### src/rtl/multdiv_sequencer.sv
// Issue sequencer for the shared multi-cycle multiply/divide unit: latches operands,
// pulses the unit's start controls, arbitrates the regfile write port and raises decode stalls.
module multdiv_sequencer #(
    parameter int TIMEOUT      = 64,
    parameter int STARVE_LIMIT = 4
) (
    input  logic        clock,
    input  logic        reset,

    input  logic        issue_valid,
    input  logic        issue_is_div,
    input  logic [4:0]  issue_rd,
    input  logic [31:0] issue_a,
    input  logic [31:0] issue_b,
    output logic        issue_ready,

    output logic        md_ctrl_mult,
    output logic        md_ctrl_div,
    output logic [31:0] md_a,
    output logic [31:0] md_b,
    input  logic        md_ready,
    input  logic [31:0] md_result,
    input  logic        md_exception,

    input  logic [4:0]  dec_rs1,
    input  logic [4:0]  dec_rs2,

    input  logic        wb_pipe_valid,
    output logic        wb_valid,
    output logic [4:0]  wb_rd,
    output logic [31:0] wb_data,

    output logic        stall_out,
    output logic        busy,
    output logic        err_timeout
);

    localparam int CNT_W = (TIMEOUT > 1) ? $clog2(TIMEOUT) : 1;
    localparam int STV_W = (STARVE_LIMIT > 0) ? $clog2(STARVE_LIMIT + 1) : 1;
    localparam logic [4:0] EXC_RD = 5'd30;

    typedef enum logic [1:0] {
        IDLE,
        START,
        BUSY,
        WB_WAIT
    } state_t;

    state_t             state;
    logic [31:0]        op_a;
    logic [31:0]        op_b;
    logic [31:0]        res_data;
    logic [4:0]         tgt;
    logic               op_is_div;
    logic [CNT_W-1:0]   cyc_cnt;
    logic [STV_W-1:0]   starve_cnt;
    logic               err_q;

    logic               in_flight;
    logic               dep_stall;
    logic               starve_stall;

    always_ff @(posedge clock) begin
        if (reset) begin
            state      <= IDLE;
            op_a       <= '0;
            op_b       <= '0;
            res_data   <= '0;
            tgt        <= '0;
            op_is_div  <= 1'b0;
            cyc_cnt    <= '0;
            starve_cnt <= '0;
            err_q      <= 1'b0;
        end else begin
            case (state)
                IDLE: begin
                    if (issue_valid) begin
                        op_a      <= issue_a;
                        op_b      <= issue_b;
                        tgt       <= issue_rd;
                        op_is_div <= issue_is_div;
                        state     <= START;
                    end
                end
                START: begin
                    cyc_cnt <= '0;
                    state   <= BUSY;
                end
                BUSY: begin
                    if (md_ready) begin
                        starve_cnt <= '0;
                        if (md_exception) begin
                            // Exceptions are reported through r30 with a cause code.
                            tgt      <= EXC_RD;
                            res_data <= op_is_div ? 32'd5 : 32'd4;
                            state    <= WB_WAIT;
                        end else begin
                            res_data <= md_result;
                            state    <= (tgt == '0) ? IDLE : WB_WAIT;
                        end
                    end else if (cyc_cnt == CNT_W'(TIMEOUT - 1)) begin
                        err_q <= 1'b1;
                        state <= IDLE;
                    end else begin
                        cyc_cnt <= cyc_cnt + CNT_W'(1);
                    end
                end
                WB_WAIT: begin
                    if (!wb_pipe_valid) begin
                        state <= IDLE;
                    end else if (starve_cnt != STV_W'(STARVE_LIMIT)) begin
                        starve_cnt <= starve_cnt + STV_W'(1);
                    end
                end
                default: state <= IDLE;
            endcase
        end
    end

    assign in_flight    = (state == START) || (state == BUSY);
    assign busy         = (state != IDLE);
    assign issue_ready  = (state == IDLE);
    assign err_timeout  = err_q;

    assign md_ctrl_mult = (state == START) && !op_is_div;
    assign md_ctrl_div  = (state == START) && op_is_div;
    assign md_a         = in_flight ? op_a : '0;
    assign md_b         = in_flight ? op_b : '0;

    assign wb_valid     = (state == WB_WAIT) && !wb_pipe_valid;
    assign wb_rd        = wb_valid ? tgt : '0;
    assign wb_data      = wb_valid ? res_data : '0;

    // Until the result arrives an exception could still redirect the write to r30.
    assign dep_stall    = busy &&
                          (((tgt != '0) && ((dec_rs1 == tgt) || (dec_rs2 == tgt))) ||
                           (in_flight && ((dec_rs1 == EXC_RD) || (dec_rs2 == EXC_RD))));
    assign starve_stall = (state == WB_WAIT) && (starve_cnt == STV_W'(STARVE_LIMIT));
    assign stall_out    = dep_stall || starve_stall;

endmodule
### config.mk
export PLATFORM = sky130hd
export DESIGN_NAME = multdiv_sequencer
export DESIGN_NICKNAME = d
export VERILOG_FILES = /design/src/rtl/multdiv_sequencer.sv
export SDC_FILE = /design/constraint.sdc
export NUM_CORES = 1
export LEC_CHECK = 0
export CORE_MARGIN = 5
export CORE_UTILIZATION = 30
export CTS_CLUSTER_DIAMETER = 40
export DETAILED_ROUTE_END_ITERATION = 12
export PLACE_DENSITY = 0.63
export SLEW_MARGIN = 20
export SYNTH_ARGS = -nofsm -noshare
export SYNTH_HDL_FRONTEND = slang
export SYNTH_SLANG_ARGS = --single-unit
### constraint.sdc
create_clock -name clock -period 2.73 [get_ports clock]
set_input_delay 0.4095 -clock clock [delete_from_list [all_inputs] [get_ports clock]]
set_output_delay 0.4095 -clock clock [all_outputs]
set_load 0.02 [all_outputs]
# After elaboration in Yosys (flattened, before gate mapping)
# Index checks and enable logic that the tools add are counted.
classes:
  addsub: 2
  mul: 0
  n_div: 0
  n_lt_le_gt_ge: 0
  eq_ne: 19
  n_shift: 0
  mux: 24
  bitwise_logic: 1
  n_reduce_logical: 28
ops:
  columns: ["cell", "n"]
  rows:
  - ["32-bit two-way mux", 4]
  - ["5-bit two-way mux", 4]
  - ["2-bit inequality test, second input constant", 8]
  - ["2-bit two-way mux", 6]
  - ["6-bit two-way mux", 2]
  - ["6-bit case mux with 2 select lines", 1]
  - ["5-bit equality test", 2]
  - ["5-bit equality test, second input constant", 2]
  - ["5-bit case mux with 2 select lines", 1]
  - ["3-bit two-way mux", 3]
  - ["3-bit AND reduction", 3]
  - ["2-bit case mux with 4 select lines", 1]
  - ["4-bit AND reduction", 2]
  - ["2-bit nonzero test", 4]
  - ["1-bit logical AND", 7]
  - ["6-bit by 1-bit adder with 6-bit output, second input constant", 1]
  - ["6-bit equality test, second input constant", 1]
  - ["3-bit inequality test, second input constant", 2]
  - ["3-bit case mux with 2 select lines", 1]
  - ["5-bit logical NOT", 1]
  - ["1-bit logical OR", 5]
  - ["5-bit nonzero test", 1]
  - ["2-bit equality test, second input constant", 2]
  - ["2-bit AND reduction", 2]
  - ["other kinds (7)", 8]
word_totals:
  register_bits: 114
  latch_bits: 0
  mem_bits_rw: 0
  romBits: 0
  input_bits: 118
  output_inout_bits: 108
  elab_cells: 83
  mem_count: 0

# Logic depth before layout (Yosys ltp)
logic_depth:
  word_depth: 6
  depth_mapped: 9
  depth_no_buf: 6

# Worst setup path after synthesis
# No wires, ideal clock.
synth_path:
  kind: "flip-flop to output port"
  startpoint: "reg state[0]"
  endpoint: "out wb_data[10]"
  t_arrival_ns: 1.475
  required_ns: 2.321
  setup_slack_ns: 0.845
  path_stages_with_launch: 6
  n_path_buf: 2
  path_cell_list: "dfxtp_1 ha_1 and2b_1 clkbuf_1 clkbuf_1 and2_1"
synth_via:
  elab_chain_cells: 3
synth_lines:
  columns: ["item", "line", "text"]
  rows:
  - ["start, declared", "49", "state_t state;"]
  - ["start signal, assigned", "99", "state <= (tgt == '0) ? IDLE : WB_WAIT;"]
  - ["2-bit equality test", "130", "assign wb_valid = (state == WB_WAIT) && !wb_pipe_valid;"]
  - ["1-bit logical AND", "130", null]
  - ["32-bit two-way mux", "132", "assign wb_data = wb_valid ? res_data : '0;"]
  - ["end, declared", "31", "output logic [31:0] wb_data,"]
# Every way passes these cells.

# Final worst setup path
layout_path:
  startpoint: "reg state[0]"
  endpoint: "out wb_data[4]"
# The elaborated chain is that of the path after synthesis.

==> out/results.tsv <==
metric	value	unit
synth_top_cell_area_share	0.439	
ys.flop_type	dfxtp_1	
grt_max_degree	65	
ys_ff_latch	114	
synth_area_leaders	dfxtp_1, and2_1, a21oi_1, nand2_1, nor3b_1	
dp_hpwl	10900	um
viasPerCell	4.55	
rows	48	
holdCritStartpoint	reset	
p_leak	0.00351	uW
grt.met1_usage	0.181	
grt_remaining_overflow	0	
post-route-drc-count	0	
synth-simple-area-share	0.335	
worstMarginPinSlew	0.575	ns
synth.distinct_cells	39	
endpoint_kind	primary output	
crit_slowest_cell	clkdlybuf4s50_1	
grt_pass1_wl	25400	um
postLayoutCellArea	0.00830	mm2
routed_wl	16100	um
die_w	142	um
dieArea	0.0200	mm2
final.setup_skew	0.00573	ns
cts_tree	done	
crit_chain	ha_2 -> and2b_1 -> buf_4 -> and2_1 -> clkdlybuf4s50_1	
status	completed	
ys_async_sr_fraction	0	
avgSynthCellArea	7.78	um2
vias	5052	
clkLatencyLatePin	0.40	ns
drv_slew	0	
cts_buffer_depth	2	
synth_edf_count	0	
fmax	384	MHz
fin_tns_setup	0	ns
syn_inst	668	
synthAdderAreaFrac	0.0169	
r2r-start	state[0]	
layout.nets	998	
io_pins	226	
cts_sinks	114	
min_path_type	in2reg	
syn-num-nets	793	
drtAntennaViolNets	0	
yosysWarnings	0	
synthMuxAreaShare	0.00964	
grtUsageMet2	0.260	
synth_xor_area_frac	0.0236	
n_antenna_cell	0	
io_buffers	225	
post-route-period-util	0.953	
cp.required	2.32	ns
max-slew-margin-rel	0.613	
synth_top_family_by_area	simple AND/OR/NAND/NOR gates	
core	0.0171	mm2
grt-busiest-layer	met2	
path_max_fanout	9	
place_area	0.00768	mm2
area_delta_synth_final	59.9	%
setup_violations	0	
grt.total_usage	0.156	
final_util	0.485	
first_pass_iters	4	
crit_path_max_incr_delay	0.63	ns
hold_violations	0	
htree_levels	4	
wl_per_cell	14.5	um
crit_buf_inv	2	
cp.arrival	2.19	ns
ys_seq_area_frac	0.439	
gp_routability_congestion	0.824	
clkTransAtPathRegs	0.05	ns
crit_type	reg2out	
synthTopCellsByCount	nand2_1, dfxtp_1, and2_1	
die_h	142	um
drive_above_1_share	0.0609	
start_util	0.303	
antenna_found_initial	0	
cts_root_buffer	clkbuf_16	
ir_drop	0.431	mV
grt_pass1_vias	4939	
met3_usage	0.0721	
cp-startpoint	state[0]	
min_period	2.60	ns
drv_cap	0	
cp-start-kind	flop	
yosys.area.top_type	dfxtp_1	
first_iter_violations	185	
cts_buffers	17	
synth_area	0.00519	mm2
synth-compound-area-share	0.132	
pwr_density_cell	821	mW/mm2
synth.most_common_cell	nand2_1	
rsz0062_at_grt	false	
critPathTopFamily	buffers and inverters	
registers in the layout (all words and copies together) (netlist names):
name	count
cyc_cnt	6
err_timeout	1
op_a	32
op_b	32
op_is_div	1
res_data	32
starve_cnt	3
state	2
tgt	5
repair_timing:
item | in CTS | in global routing
hold buffers | 0 | 0
endpoints found under the hold margin | 0 | 0
setup endpoints to repair | 62 | 32
resized for setup | 62 | 7
buffers inserted | 0 | 0
cloned | 0 | 1
pin swaps | 0 | 0
metrics by stage:
| stage | hold WS (ns) | power [uW] | std cells | worst slack [ns] |
|---|---|---|---|---|
| after floorplan | 0.432 | 3470 | 668 | 0.845 |
| after global placement | 0.437 | 4460 | 1078 | 0.144 |
| after detailed placement | 0.442 | 4470 | 1078 | 0.111 |
| after CTS | 0.397 | 6830 | 1110 | 0.00194 |
| after global routing | 0.422 | 7270 | 1111 | 0.00651 |
| final | 0.407 | 6820 | 1111 | 0.129 |
cell type report:
class | count | area [um2]
well taps | 225 | 282
inverters | 9 | 33.8
multi-input cells | 496 | 2700
flip-flops and latches | 114 | 2280
clock buffers | 23 | 508
clock inverters | 9 | 149
fillers | 1742 | 8810
repair buffers | 235 | 2350
power by group:
group | internal (uW) | switching (uW) | leakage, uW | total (uW)
sequential | 1920 | 164 | 0.000930 | 2090
clock | 1670 | 759 | 0.000329 | 2430
combinational | 945 | 1360 | 0.00225 | 2300
total | 4540 | 2280 | 0.00351 | 6820
cells by family after synthesis:
kind of cell             after synthesis
multiplexers                           5
adder cells (fa/ha/maj)                7
AND/OR/NAND/NOR                      347
flip-flops                           114
AO/OA/AOI/OAI                        123
buffers and inverters                 58
XOR/XNOR                              14
metal layers:
layer  share of wire  vias to the layer above
met5               0                        -
met4           0.013                        0
met3           0.094                       17
met2            0.46                      153
met1            0.43                     2298
li1                -                     2584
worst paths after layout:
kind,depth (start not counted),to,slack (ns)
max,5,wb_data[4],0.13
min,2,err_timeout,0.41
max reg2reg,6,cyc_cnt[5],0.61
min reg2reg,2,op_a[2],0.45
cells in the final DEF, fill, tap and decap left out, types with 5 or more instances in the layout:
cell / n
buf_12: 6
xor2_1: 12
nor2_1: 53
and2_1: 103
dlymetal6s2s_1: 5
mux2i_1: 5
a21oi_1: 102
clkdlybuf4s50_1: 157
nor3b_1: 30
dfxtp_1: 114
ha_1: 5
inv_1: 9
nand2_1: 132
clkbuf_16: 18
clkbuf_8: 6
nor3_1: 7
dlygate4sd2_1: 62
No activity file was read; power rests on OpenSTA's default activity.
